$ cat config.mk
export PLATFORM = sky130hd
export DESIGN_NAME = sync_fifo_ctrl
export DESIGN_NICKNAME = d
export VERILOG_FILES = /design/src/rtl/sync_fifo_ctrl.sv
export SDC_FILE = /design/constraint.sdc
export NUM_CORES = 1
export LEC_CHECK = 0
export CAP_MARGIN = 5
export CELL_PAD_IN_SITES_DETAIL_PLACEMENT = 0
export CELL_PAD_IN_SITES_GLOBAL_PLACEMENT = 1
export CORE_UTILIZATION = 41
export CTS_CLUSTER_DIAMETER = 150
export DETAILED_ROUTE_END_ITERATION = 16
export GPL_ROUTABILITY_DRIVEN = 0
export GPL_TIMING_DRIVEN = 0
export PLACE_DENSITY = 0.78
export SYNTH_ARGS = -nofsm -noshare
export SYNTH_HDL_FRONTEND = slang
export SYNTH_SLANG_ARGS = --single-unit
$ cat constraint.sdc
create_clock -name clk -period 5.7 [get_ports clk]
set_input_delay 0.855 -clock clk [delete_from_list [all_inputs] [get_ports clk]]
set_output_delay 0.855 -clock clk [all_outputs]
set_load 0.005 [all_outputs]
$ cat src/rtl/sync_fifo_ctrl.sv
// Pointer/flag controller for a single-clock FIFO wrapped around a 1-cycle-latency SRAM.
// Optional sticky overflow/underflow flags are built when FIFO_ERR_FLAGS_EN is defined.
module sync_fifo_ctrl #(
  parameter int ADDR_WIDTH = 3
) (
  input  logic                  clk,
  input  logic                  reset,
  input  logic                  push,
  input  logic                  pop,
  output logic                  wr_en,
  output logic [ADDR_WIDTH-1:0] wr_ptr,
  output logic                  rd_en,
  output logic [ADDR_WIDTH-1:0] rd_ptr,
  output logic                  full,
  output logic                  empty,
  output logic [ADDR_WIDTH:0]   count,
  output logic                  data_valid
`ifdef FIFO_ERR_FLAGS_EN
  ,
  output logic                  overflow,
  output logic                  underflow
`endif
);

  localparam int PW = ADDR_WIDTH + 1;

  logic [PW-1:0] wr_q, rd_q;
  logic [PW-1:0] wr_nxt, rd_nxt;
  logic [PW-1:0] count_nxt;
  logic          full_nxt, empty_nxt;

  // Strobes are forced low during reset; full is already 0 there, so push alone would leak through.
  assign wr_en  = push & ~full  & ~reset;
  assign rd_en  = pop  & ~empty & ~reset;
  assign wr_ptr = wr_q[ADDR_WIDTH-1:0];
  assign rd_ptr = rd_q[ADDR_WIDTH-1:0];

  assign wr_nxt = wr_q + PW'(wr_en);
  assign rd_nxt = rd_q + PW'(rd_en);

  // Flags are registered from the post-transfer pointers so they are valid right after the edge.
  assign full_nxt  = (wr_nxt[ADDR_WIDTH] != rd_nxt[ADDR_WIDTH]) &&
                     (wr_nxt[ADDR_WIDTH-1:0] == rd_nxt[ADDR_WIDTH-1:0]);
  assign empty_nxt = (wr_nxt == rd_nxt);

  always_comb begin
    // NOTE: default first so every path assigns count_nxt and no latch is inferred.
    count_nxt = count;
    case ({wr_en, rd_en})
      2'b10:   count_nxt = count + PW'(1);
      2'b01:   count_nxt = count - PW'(1);
      default: count_nxt = count;
    endcase
  end

  // NOTE: sequential state uses non-blocking assignments so all registers sample pre-edge values.
  always_ff @(posedge clk or posedge reset) begin
    if (reset) begin
      wr_q       <= '0;
      rd_q       <= '0;
      count      <= '0;
      full       <= 1'b0;
      empty      <= 1'b1;
      data_valid <= 1'b0;
    end else begin
      wr_q       <= wr_nxt;
      rd_q       <= rd_nxt;
      count      <= count_nxt;
      full       <= full_nxt;
      empty      <= empty_nxt;
      data_valid <= rd_en;
    end
  end

`ifdef FIFO_ERR_FLAGS_EN
  always_ff @(posedge clk or posedge reset) begin
    if (reset) begin
      overflow  <= 1'b0;
      underflow <= 1'b0;
    end else begin
      overflow  <= overflow  | (push & full);
      underflow <= underflow | (pop  & empty);
    end
  end
`endif

endmodule

# Yosys cells after proc, flatten, opt, wreduce, memory -nomap -nowiden
# Cells that the tools add are included.
[op_classes]
add_sub_neg = 4
n_reduce_logical = 2
bitwise = 7
mux = 1
eq_ne = 5
[ops]
columns = ["operator", "count"]
rows = [
  ["adder 4 x 1 -> 4 bit", 2],
  ["one-hot mux 4 bit (2 select lines)", 1],
  ["adder 4 x 1 -> 4 bit (second input constant)", 1],
  ["AND 1 bit", 4],
  ["== test 4 bit", 1],
  ["subtractor 4 x 1 -> 4 bit (second input constant)", 1],
  ["== test 3 bit", 1],
  ["inverter 1 bit", 3],
  ["== test 2 x 1 -> 1 bit (second input constant)", 1],
  ["== test 2 bit (second input constant)", 1],
  ["nonzero test 2 bit", 1],
  ["logical AND 1 bit", 1],
  ["inequality test 1 bit", 1],
]
[word_totals]
register_bits = 15
output_inout_bits = 15
in_bits = 4
word_cells = 25

# Logic depth before layout (Yosys ltp)
# Gate-level depths: netlist of run 1.
[depth]
ltp_word = 6
depth_mapped = 9
mapped_depth_nobuf = 9

# Worst setup path before layout of run 1
# Ideal clock, no wire load.
[synth_timing]
kind = "input to register"
startpoint = "input reset"
endpoint = "register count[2]"
path_slack_ns = 2.916
required_ns = 5.574
path_stages = 9
arrival_ns = 2.658
setup_ns = 0.126
path_buffers = 1
path_cell_list = "inv_1 -> nand2_1 -> ha_1 -> buf_2 -> xor2_1 -> ha_1 -> inv_1 -> o31a_1 -> a221o_1"
[synth_between]
elab_chain_len = 4
elab_cells_between_ends = 7
classes_between = "2 x eq/ne; 1 x mux; 3 x bitwise; 1 x reduce/logical"
[synth_lines]
columns = ["item", "line_no", "text"]
rows = [
  ["from (decl)", "7", "input logic reset,"],
  ["inverter 1 bit *", "33, 34", ""],
  ["AND 1 bit, on equally long branches", "34, 33", ""],
  ["== test 2 x 1 -> 1 bit or == test 2 bit (tied branches)", "49", "case ({wr_en, rd_en})"],
  ["one-hot mux 4 bit (2 select lines) or nonzero test 2 bit (tied branches)", "--", ""],
  ["to (signal assigned)", "68", "count <= count_nxt;"],
  ["to (decl)", "16", "output logic [ADDR_WIDTH:0] count,"],
]
# Mark *: on every way between the ends. The rest lies on a longest branch, timed or not.
# A chain may end at the register's enable or synchronous reset.

# Worst setup path in the final report of run 1
[layout_timing]
startpoint = "input reset"
endpoint = "output wr_en"
[layout_between]
elab_chain_len = 2
[layout_lines]
columns = ["item", "line_no", "text"]
rows = [
  ["inverter 1 bit", "33", "assign wr_en = push & ~full & ~reset;"],
  ["AND 1 bit", "33", ""],
  ["to (decl)", "10", "output logic wr_en,"],
]
# Every way passes these cells.

==> results of run 1 <==
## synth_stat cells, drive strengths merged, types with 2 or more instances
cell	number
a211oi	2
nor3b	2
inv	7
xnor2	5
nand3	5
buf	8
ha	6
nand2	2
a2111oi	2
nor2	2
dfrtp	14
xor2	5
## logic make-up (layout without fill, tap and decap cells)
group | count (synthesis) | after routing | synth area share, %
AO/OA/AOI/OAI | 9 | 9 | 8.68
XOR/XNOR | 10 | 10 | 9.80
adder cells (fa/ha/maj) | 6 | 6 | 8.40
buffers and inverters | 16 | 38 | 10.8
flip-flops | 15 | 15 | 42.2
multiplexers | 2 | 2 | 2.38
AND/OR/NAND/NOR | 20 | 20 | 17.8
## worst register-to-register path, delay by kind of cell (launching register included)
family	cells	cell delay, ns
AOI/OAI and AO/OA	2	0.60
xor gates and xnor gates	1	0.17
adders and majority gates	2	0.34
buffers and inverters	3	0.35
DFF	1	0.38
and+or+nand+nor	1	0.42
## where the power goes
group / internal (mW) / switching [mW] / total (mW) / leakage, nW
combinational: 0.182 / 0.107 / 0.289 / 0.334
sequential: 0.153 / 0.0528 / 0.206 / 0.177
clock: 0.0261 / 0.0368 / 0.0629 / 0.0177
total: 0.361 / 0.197 / 0.558 / 0.528
## flip-flops by register name, indices dropped and copies added (netlist names)
name and count:
rd_q 4, full 1, empty 1, wr_q 4, data_valid 1, count 4
## worst paths after layout
path                               from        to  slack [ns]
min in group asynchronous         reset   rd_q[0]        0.95
worst min register to register  rd_q[3]   rd_q[3]        0.52
worst min-delay path            rd_q[3]   rd_q[3]        0.52
worst max register to register    empty  count[2]        3.33
worst max-delay path              reset     wr_en        2.31
max in group asynchronous         reset  count[2]        4.36
## layout make-up
cell class	count	share of cell area, %
Tap cell	27	2.98
Multi-Input combinational cell	47	37.0
Clock buffer	3	1.98
Buffer	8	5.40
Timing Repair Buffer	18	15.9
Sequential cell	15	33.2
Inverter	8	3.09
Clock inverter	1	0.441
## stage by stage
stage               worst slack, ns  total power, mW  instances  hold WS [ns]  area, sq um
global route                   2.09            0.603        127         0.554         1130
finish                         2.31            0.558        127         0.525         1130
CTS                            2.24            0.566        127         0.530         1130
floorplan                      2.92            0.387         78         0.478          893
detailed placement             2.12            0.500        123         0.503         1110
global placement               2.18            0.495        123         0.493         1110
## metal layers
| metal | up-vias | global-route usage, % | part of all wire [%] |
|---|---|---|---|
| li1 | 312 | - | - |
| met1 | 302 | 16.6 | 43 |
| met2 | 10 | 28.5 | 53 |
| met3 | 0 | 5.66 | 3.4 |
| met4 | 0 | 3.92 | 0 |
| met5 | - | 0 | 0 |
==> impl_results.md, run 1 <==
* Sequential area share after synthesis at about 42%
* Later-pin clock latency in the skew report at 0.29 ns
* Vias in the first global route at between 600 and 700
* Slowest CP cell: clkdlybuf4s50_1
* Largest stage delay on the critical path at approximately 0.5 ns
* CORE AREA at around 2000 sq um
* I/O pin count at 19
* Largest net degree at the start of global routing at 17
* Hold Path Depth at 2
* WL per Instance at approximately 12 um
* Clock slew at reported path FFs at roughly 0.10 ns
* Static leakage at between 0.5 and 0.6 nW
* Skew final at ~0.0044 ns
* EDFF count, synth at 0
* Clock Tree Buf Depth at 2
* Synthesized instance count at 78
* Crit path max fanout at 16
* Cell chain of the critical path: clkdlybuf4s50_1 > inv_1 > nand2_1 > inv_1 > clkdlybuf4s50_1
* CTS Root Buffer Type: clkbuf_4
* Hold Buf Count CTS at 0
* Setup tns final at 0 ns
* Most common cell after layout, fill and taps aside: clkdlybuf4s50_1
* Post-CTS sizing at 0
* FF+latch area at around 380 sq um
* Share of cells above drive strength 1 at 20.0%
* Nets at about 110
* Depth of the CTS H-tree at 1
* Max_cap viols at 0
* Outcome: complete, no violations
* GRT Total Usage at approximately 16%
* Power density cells at between 400 and 500 nW/um^2
* Chip Width at ~49 um
* Crit path depth at 5
* Period utilization at about three fifths
* Largest area contributor in the netlist: dfrtp_1
* Crit. End Element: output pin
* Ys Warns at 0
* Slew HR at 60.2%
* Port bufs at 18
* Utilization after layout at between 50% and 60%
* CP arrival at ~2.5 ns
* Std cell rows at 16
* Crit path launch type: primary input
* Fin crit period at between 3 and 4 ns
* First-pass GRT wire length at approximately 2.8 mm
* CP delay by family, top: buffers and inverters
* DR vias/cell at 4.91
* Post-route ant nets at 0
* Setup bufs post-CTS at 0
* Remaining DRCs at 0
* Async set or reset register ratio after synthesis at 100%
* GR Overflow Total at 0
* Final Setup Violations at 0
* Peak VDD IR at roughly 0.00024 V
* CTS buffer count at 3
* Die height at 48.7 um
* Mapped Area at a little under 900 sq um
* Worst slew pin tran at 0.597 ns
* Syn_area_per_cell at between 10 and 15 sq um
* Ant. Diodes at 0
* Netlist cell types at 34
* Post-Route WL at 1.58 mm
* Primary FF master, synth: dfrtp_1
* DP HPWL at 1.19 mm
* Drt first pass iters at 4
* CP required at between 4 and 5 ns
* Syn Nets at 88
* Die area at between 2000 and 2500 sq um
* Hold WC Path Type: reg2reg
* Commonest non-fill, non-tap cells in the layout: clkdlybuf4s50_1, dfrtp_1, inv_1
* Area growth syn-to-layout at 27.0%
* Via count at 624
* WS Path Type: in2out
* Synth area leaders: dfrtp_1, ha_1, buf_4
* Fill count at 188
* CP Buf/Inv Count at 4
* CTS tree: done
* Final hold vios at 0
* Sink Count at 15
* Final slew viol count at 0
* Synthesis-stage register bit count at 15
* Initial Util at around 45%
* RSZ-0062 raised after global routing: no
* Initial antenna violation count at 0
* DR iter-0 viols at 8
* Multi-input logic area at 420 sq um
* Depth of the worst register-to-register path at 9
* Top-area cell type share of the netlist area at around 39%
* Max Freq at around 300 MHz
Power figures use the tool's default switching activity.
==> run 2: changes to the inputs <==
CORE_UTILIZATION = 38   (was 41)
PLACE_DENSITY = 0.72   (was 0.78)
clock period = 3.4 ns   (was 5.7 ns; I/O delays follow)
==> run 2 against run 1 <==
Compared with the run above:
- design area up 0.11%
- hold slack got worse by 0.0073 ns
- first-iteration DRC count is 13% lower
- sequential share of layout area about the same
- sequential cell count unchanged
- cell count grew 0.79%
- critical endpoint is now count[2]
- largest power group unchanged
==> impl_results.md, run 2 (same netlist as run 1, synthesis figures left out) <==
* Final Cell Area at 1140 sq um (+0.11%)
* Placed cell count at 124 (+0.81%)
* Skew final at 0.00515 ns (+0.000772 ns)
* Remaining DRCs at 0 (unchanged)
* Final Setup Violations at 0 (unchanged)
* Share of cells above drive strength 1 at 20.0% (unchanged)
* Crit path max fanout at 16 (unchanged)
* GRT Total Usage at 14.4% (-1.1 points)
* Psw at 329 uW (+67%)
* CORE AREA at 2210 sq um (+10%)
* Max Freq at 348 MHz
* WS Path Type: in2reg
* Drt first pass iters at 4 (unchanged)
* Static leakage at 0.528 nW (unchanged)
* Power density cells at 823 nW/um^2 (+67%)
* Slowest CP cell: inv_1
* Area growth syn-to-layout at 27.2%
* Post-route ant nets at 0 (unchanged)
* Area after DPL at 1110 sq um (+0.11%)
* CP arrival at 3.06 ns (+0.53 ns)
* Setup tns final at 0 ns (unchanged)
* Largest stage delay on the critical path at 0.46 ns (-0.04 ns)
* Clock share of power at 11.2% (about the same)
* First-pass GRT wire length at 2.64 mm (-5.5%)
* Chip Width at 50.5 um (+3.7%)
* Initial Util at 40.4% (-4.2 points)
* CTS Root Buffer Type: clkbuf_4
* Later-pin clock latency in the skew report at 0.29 ns (about the same)
* Max_cap viols at 0 (unchanged)
* CP Buf/Inv Count at 4 (unchanged)
* Internal power at 606 uW (+68%)
* Crit path launch type: primary input
* GR Overflow Total at 0 (unchanged)
* RSZ-0062 raised after global routing: no
* Period utilization at between 80 and 90%
* Comb power frac at 51.9% (about the same)
* Sw frac at 35.2% (-0.056 points)
* Initial antenna violation count at 0 (unchanged)
* DR vias/cell at 5.06 (+3.0%)
* Hold WC Path Type: reg2reg
* DR iter-0 viols at 7 (-1)
* Sequential Power Share at 36.9% (about the same)
* Setup bufs post-CTS at 0 (unchanged)
* Fill count at 218 (+16%)
* I/O pin count at 19 (unchanged)
* Ant. Diodes at 0 (unchanged)
* Worst slew pin tran at 0.617 ns (+0.0199 ns)
* Multi-input logic area at 420 sq um (unchanged)
* Clock Tree Buf Depth at 2 (unchanged)
* CTS buffer count at 3 (unchanged)
* Peak VDD IR at 0.000451 V (+92%)
* Depth of the CTS H-tree at 1 (unchanged)
* Utilization after layout at 51.4% (-5.3 points)
* Biggest regs: count (4), rd_q (4), wr_q (4)
* Die height at 50.5 um (+3.7%)
* Post-CTS sizing at 0 (unchanged)
* Crit. End Element: flip-flop
* Sink Count at 15 (unchanged)
* Slew HR at 58.8% (-1.3 points)
* Hold Buf Count CTS at 0 (unchanged)
* CTS tree: done
* Outcome: complete, no violations
* Via count at 648 (+3.8%)
* Min Hold Slack at 0.517 ns (-0.00731 ns)
* Final slew viol count at 0 (unchanged)
* Post-Route WL at 1.63 mm (+3.6%)
* Fin crit period at 2.88 ns
* Clock slew at reported path FFs at 0.10 ns (about the same)
* Largest net degree at the start of global routing at 17 (unchanged)
* Std cell rows at 17 (+1)
* CP delay by family, top: buffers and inverters
* Post-Layout Cell Count at 128 (+0.79%)
* Port bufs at 18 (unchanged)
* WL per Instance at 12.8 um (+2.8%)
* Final hold vios at 0 (unchanged)
* Nets at 111 (unchanged)
* Vias in the first global route at 609 (-4.2%)
* Die area at 2550 sq um (+7.6%)
* CP required at 3.58 ns (-1.27 ns)
* DP HPWL at 1.23 mm (+3.2%)
* Cell chain of the critical path: clkdlybuf4s50_1 > inv_1 > nand2_1 > ha_1 > buf_2 > xor2_1 > ha_1 > inv_1 > o31a_1 > a221o_1
* FF+latch area at 377 sq um (unchanged)
* Most common cell after layout, fill and taps aside: clkdlybuf4s50_1
* Commonest non-fill, non-tap cells in the layout: clkdlybuf4s50_1, dfrtp_1, inv_1
[run 2: metal layers]
layer | share of wire, % | vias up | global-route usage, %
li1 | - | 312 | -
met4 | 0 | 0 | 4.17
met3 | 3.7 | 0 | 5.45
met2 | 54 | 15 | 26.4
met5 | 0 | - | 0
met1 | 42 | 321 | 15.1
[run 2: cell type report]
class,count,share of cell area (%)
sequential,15,33.1
inverter,8,3.08
clock buffer,3,1.98
multi-input combinational,47,37.0
buffer,8,5.40
clock inverter,1,0.441
tap,28,3.08
timing repair buffer,18,15.9
[run 2: through the flow]
stage | total power [mW] | setup WS (ns)
3_5_place_dp | 0.841 | 0.161
5_1_grt | 1.01 | 0.306
2_1_floorplan | 0.648 | 0.961
6_report | 0.935 | 0.524
4_1_cts | 0.950 | 0.481
3_3_place_gp | 0.826 | 0.237
[run 2: worst paths after layout]
kind                                   end  startpoint  cells after the start  slack, ns
worst min register to register     rd_q[3]     rd_q[3]                      2       0.52
worst max-delay path              count[2]       reset                     10       0.52
worst min-delay path               rd_q[3]     rd_q[3]                      2       0.52
max in group asynchronous          wr_q[3]       reset                      2       2.39
min in group asynchronous       data_valid       reset                      2       0.61
worst max register to register    count[2]       empty                      9       0.99
[run 2: tightest hold or removal path, cell delays in order (launching register included)]
cell and delay [ns]:
dfrtp_1 0.35, xor2_1 0.09, inv_1 0.06
[run 2: power groups by stage]
stage | logic (mW) | clock network, mW | registers [mW]
after floorplan | 0.313 | 0 | 0.335
after CTS | 0.494 | 0.110 | 0.346
after global placement | 0.480 | 0 | 0.346
after global routing | 0.533 | 0.116 | 0.357
after detailed placement | 0.492 | 0 | 0.349
final | 0.486 | 0.104 | 0.345
==> run 3: changes to the inputs <==
clock period = 2.7 ns   (was 3.4 ns; I/O delays follow)
==> run 3 against run 2 <==
Compared with the run above:
- worst setup slack lost 0.43 ns
- clock skew increased by 0.0023 ns
- wire length increased by 1.8%
- design area increased by 0.99%
- sequential share of layout area is 0.33 points lower
- sequential power is 26% higher
- cell count grew 0.78%
- non-clock buffer count grew 1
- clock power increased by 28%
- register-to-register slack worse by 0.70 ns
==> impl_results.md, run 3 (same netlist as run 1, synthesis figures left out) <==
* Outcome: complete, no violations
* Remaining DRCs at 0 (unchanged)
* Initial Util at 40.4% (unchanged)
* Hold WC Path Type: in2async
* Drt first pass iters at 3 (-1)
* Ant. Diodes at 0 (unchanged)
* Fin crit period at 2.61 ns
* Final slew viol count at 0 (unchanged)
* Peak VDD IR at 0.000570 V (+26%)
* Port bufs at 18 (unchanged)
* DR iter-0 viols at 3 (-4)
* GRT Total Usage at 14.5% (+0.13 points)
* Depth of the CTS H-tree at 1 (unchanged)
* Sw frac at 35.4% (+0.17 points)
* Comb power frac at 51.9% (about the same)
* Nets at 112 (+0.90%)
* Fill count at 217 (-0.46%)
* Std cell rows at 17 (unchanged)
* First-pass GRT wire length at 2.66 mm (+0.80%)
* DR vias/cell at 5.05 (-0.32%)
* Biggest regs: count (4), rd_q (4), wr_q (4)
* Clock slew at reported path FFs at 0.10 ns (about the same)
* WS Path Type: in2reg
* Power density cells at 1030 nW/um^2 (+25%)
* Overall Power at 1.18 mW (+26%)
* CORE AREA at 2210 sq um (unchanged)
* Post-Layout Cell Count at 129 (+0.78%)
* Crit path max fanout at 9 (-7)
* Post-route ant nets at 0 (unchanged)
* Via count at 651 (+0.46%)
* WL per Instance at 12.9 um (+1.0%)
* Share of cells above drive strength 1 at 21.8% (+1.8 points)
* Min Hold Slack at 0.513 ns (-0.00409 ns)
* I/O pin count at 19 (unchanged)
* Die area at 2550 sq um (unchanged)
* Placed cell count at 124 (unchanged)
* CTS Root Buffer Type: clkbuf_4
* DP HPWL at 1.23 mm (unchanged)
* Final hold vios at 0 (unchanged)
* Sink Count at 15 (unchanged)
* CTS buffer count at 3 (unchanged)
* Clock Tree Buf Depth at 2 (unchanged)
* Largest net degree at the start of global routing at 16 (-1)
* Slew HR at 66.4% (+7.5 points)
* CP arrival at 2.79 ns (-0.27 ns)
* CP delay by family, top: buffers and inverters
* Die height at 50.5 um (unchanged)
* Max Freq at 384 MHz
* CP required at 2.89 ns (-0.69 ns)
* Slowest CP cell: clkdlybuf4s50_1
* Crit. End Element: flip-flop
* Chip Width at 50.5 um (unchanged)
* GR Overflow Total at 0 (unchanged)
* RSZ-0062 raised after global routing: no
* Clock share of power at 11.2% (about the same)
* Commonest non-fill, non-tap cells in the layout: clkdlybuf4s50_1, dfrtp_1, buf_4
* Max_cap viols at 0 (unchanged)
* Crit path launch type: primary input
* Period utilization at around 97%
* Area growth syn-to-layout at 28.4%
* Cell chain of the critical path: clkdlybuf4s50_1 > or3b_4 > clkinv_4 > ha_1 > buf_2 > xor2_1 > ha_1 > inv_1 > o31a_1 > a221o_1
* Post-Route WL at 1.66 mm (+1.8%)
* Most used cell along the critical path: ha_1
* Psw at 418 uW (+27%)
* Initial antenna violation count at 0 (unchanged)
* Internal power at 764 uW (+26%)
* CTS tree: done
* Hold Buf Count CTS at 0 (unchanged)
* Largest stage delay on the critical path at 0.45 ns (about the same)
* CP Buf/Inv Count at 4 (unchanged)
* CP Launch Point: reset
* Worst slew pin tran at 0.492 ns (-0.125 ns)
* Utilization after layout at 51.9% (+0.51 points)
* Most common cell after layout, fill and taps aside: clkdlybuf4s50_1
* Skew final at 0.00745 ns (+0.00230 ns)
* Final Cell Area at 1150 sq um (+0.99%)
* Vias in the first global route at 614 (+0.82%)
* Sequential Power Share at 36.9% (about the same)
* Later-pin clock latency in the skew report at 0.29 ns (about the same)
* Reg-to-reg critical path startpoint: empty
* Final Setup Violations at 0 (unchanged)
* Area after DPL at 1110 sq um (unchanged)
* Static leakage at 0.528 nW (about the same)
==> run 3: timing repair <==
action,CTS,global route
buffers inserted,1,0
resized for setup,1,0
setup endpoints to repair,2,0
==> run 3: worst paths after layout <==
| check | endpoint | slack [ns] | cells after the start |
|---|---|---|---|
| worst min register to register | rd_q[3] | 0.52 | 2 |
| max in group asynchronous | empty | 1.93 | 3 |
| min in group clk | rd_q[3] | 0.52 | 2 |
| worst max register to register | count[2] | 0.29 | 9 |
| worst min-delay path | data_valid | 0.51 | 3 |
| worst max-delay path | count[2] | 0.09 | 10 |
==> run 3: final cells by class <==
type,instances,area [sq um],share of cell area (%)
Buffer,8,61.3,5.34
Clock inverter,1,5.00,0.436
Tap cell,28,35.0,3.05
Clock buffer,3,22.5,1.96
Inverter,8,38.8,3.38
Sequential cell,15,377,32.8
Timing Repair Buffer,19,188,16.4
Multi-Input combinational cell,47,420,36.6
==> run 3: per-layer routing <==
layer | track usage (%) | vias to the layer above | part of all wire (%)
met1 | 15.3 | 325 | 43
met5 | 0 | - | 0
met3 | 5.45 | 0 | 3.1
li1 | - | 315 | -
met4 | 4.17 | 0 | 0
met2 | 26.7 | 11 | 54
==> run 3: per-stage QoR <==
| stage | worst slack (ns) | setup TNS (ns) |
|---|---|---|
| after floorplan | 0.366 | 0 |
| after global placement | -0.358 | -0.566 |
| after detailed placement | -0.434 | -0.855 |
| after CTS | 0.0986 | 0 |
| after global routing | 0.00985 | 0 |
| final | 0.0936 | 0 |
==> run 3: tightest hold or removal path, cell delays in order <==
cell             delay (ns)
clkdlybuf4s50_1        0.45
clkinvlp_4             0.09
buf_4                  0.23
==> run 3: power groups by stage <==
stage          Clock, mW  Sequential, mW  Combinational (mW)
3_3_place_gp           0           0.435               0.604
5_1_grt            0.146           0.449               0.673
3_5_place_dp           0           0.439               0.620
6_report           0.133           0.436               0.613
4_1_cts            0.139           0.436               0.624
2_1_floorplan          0           0.422               0.394
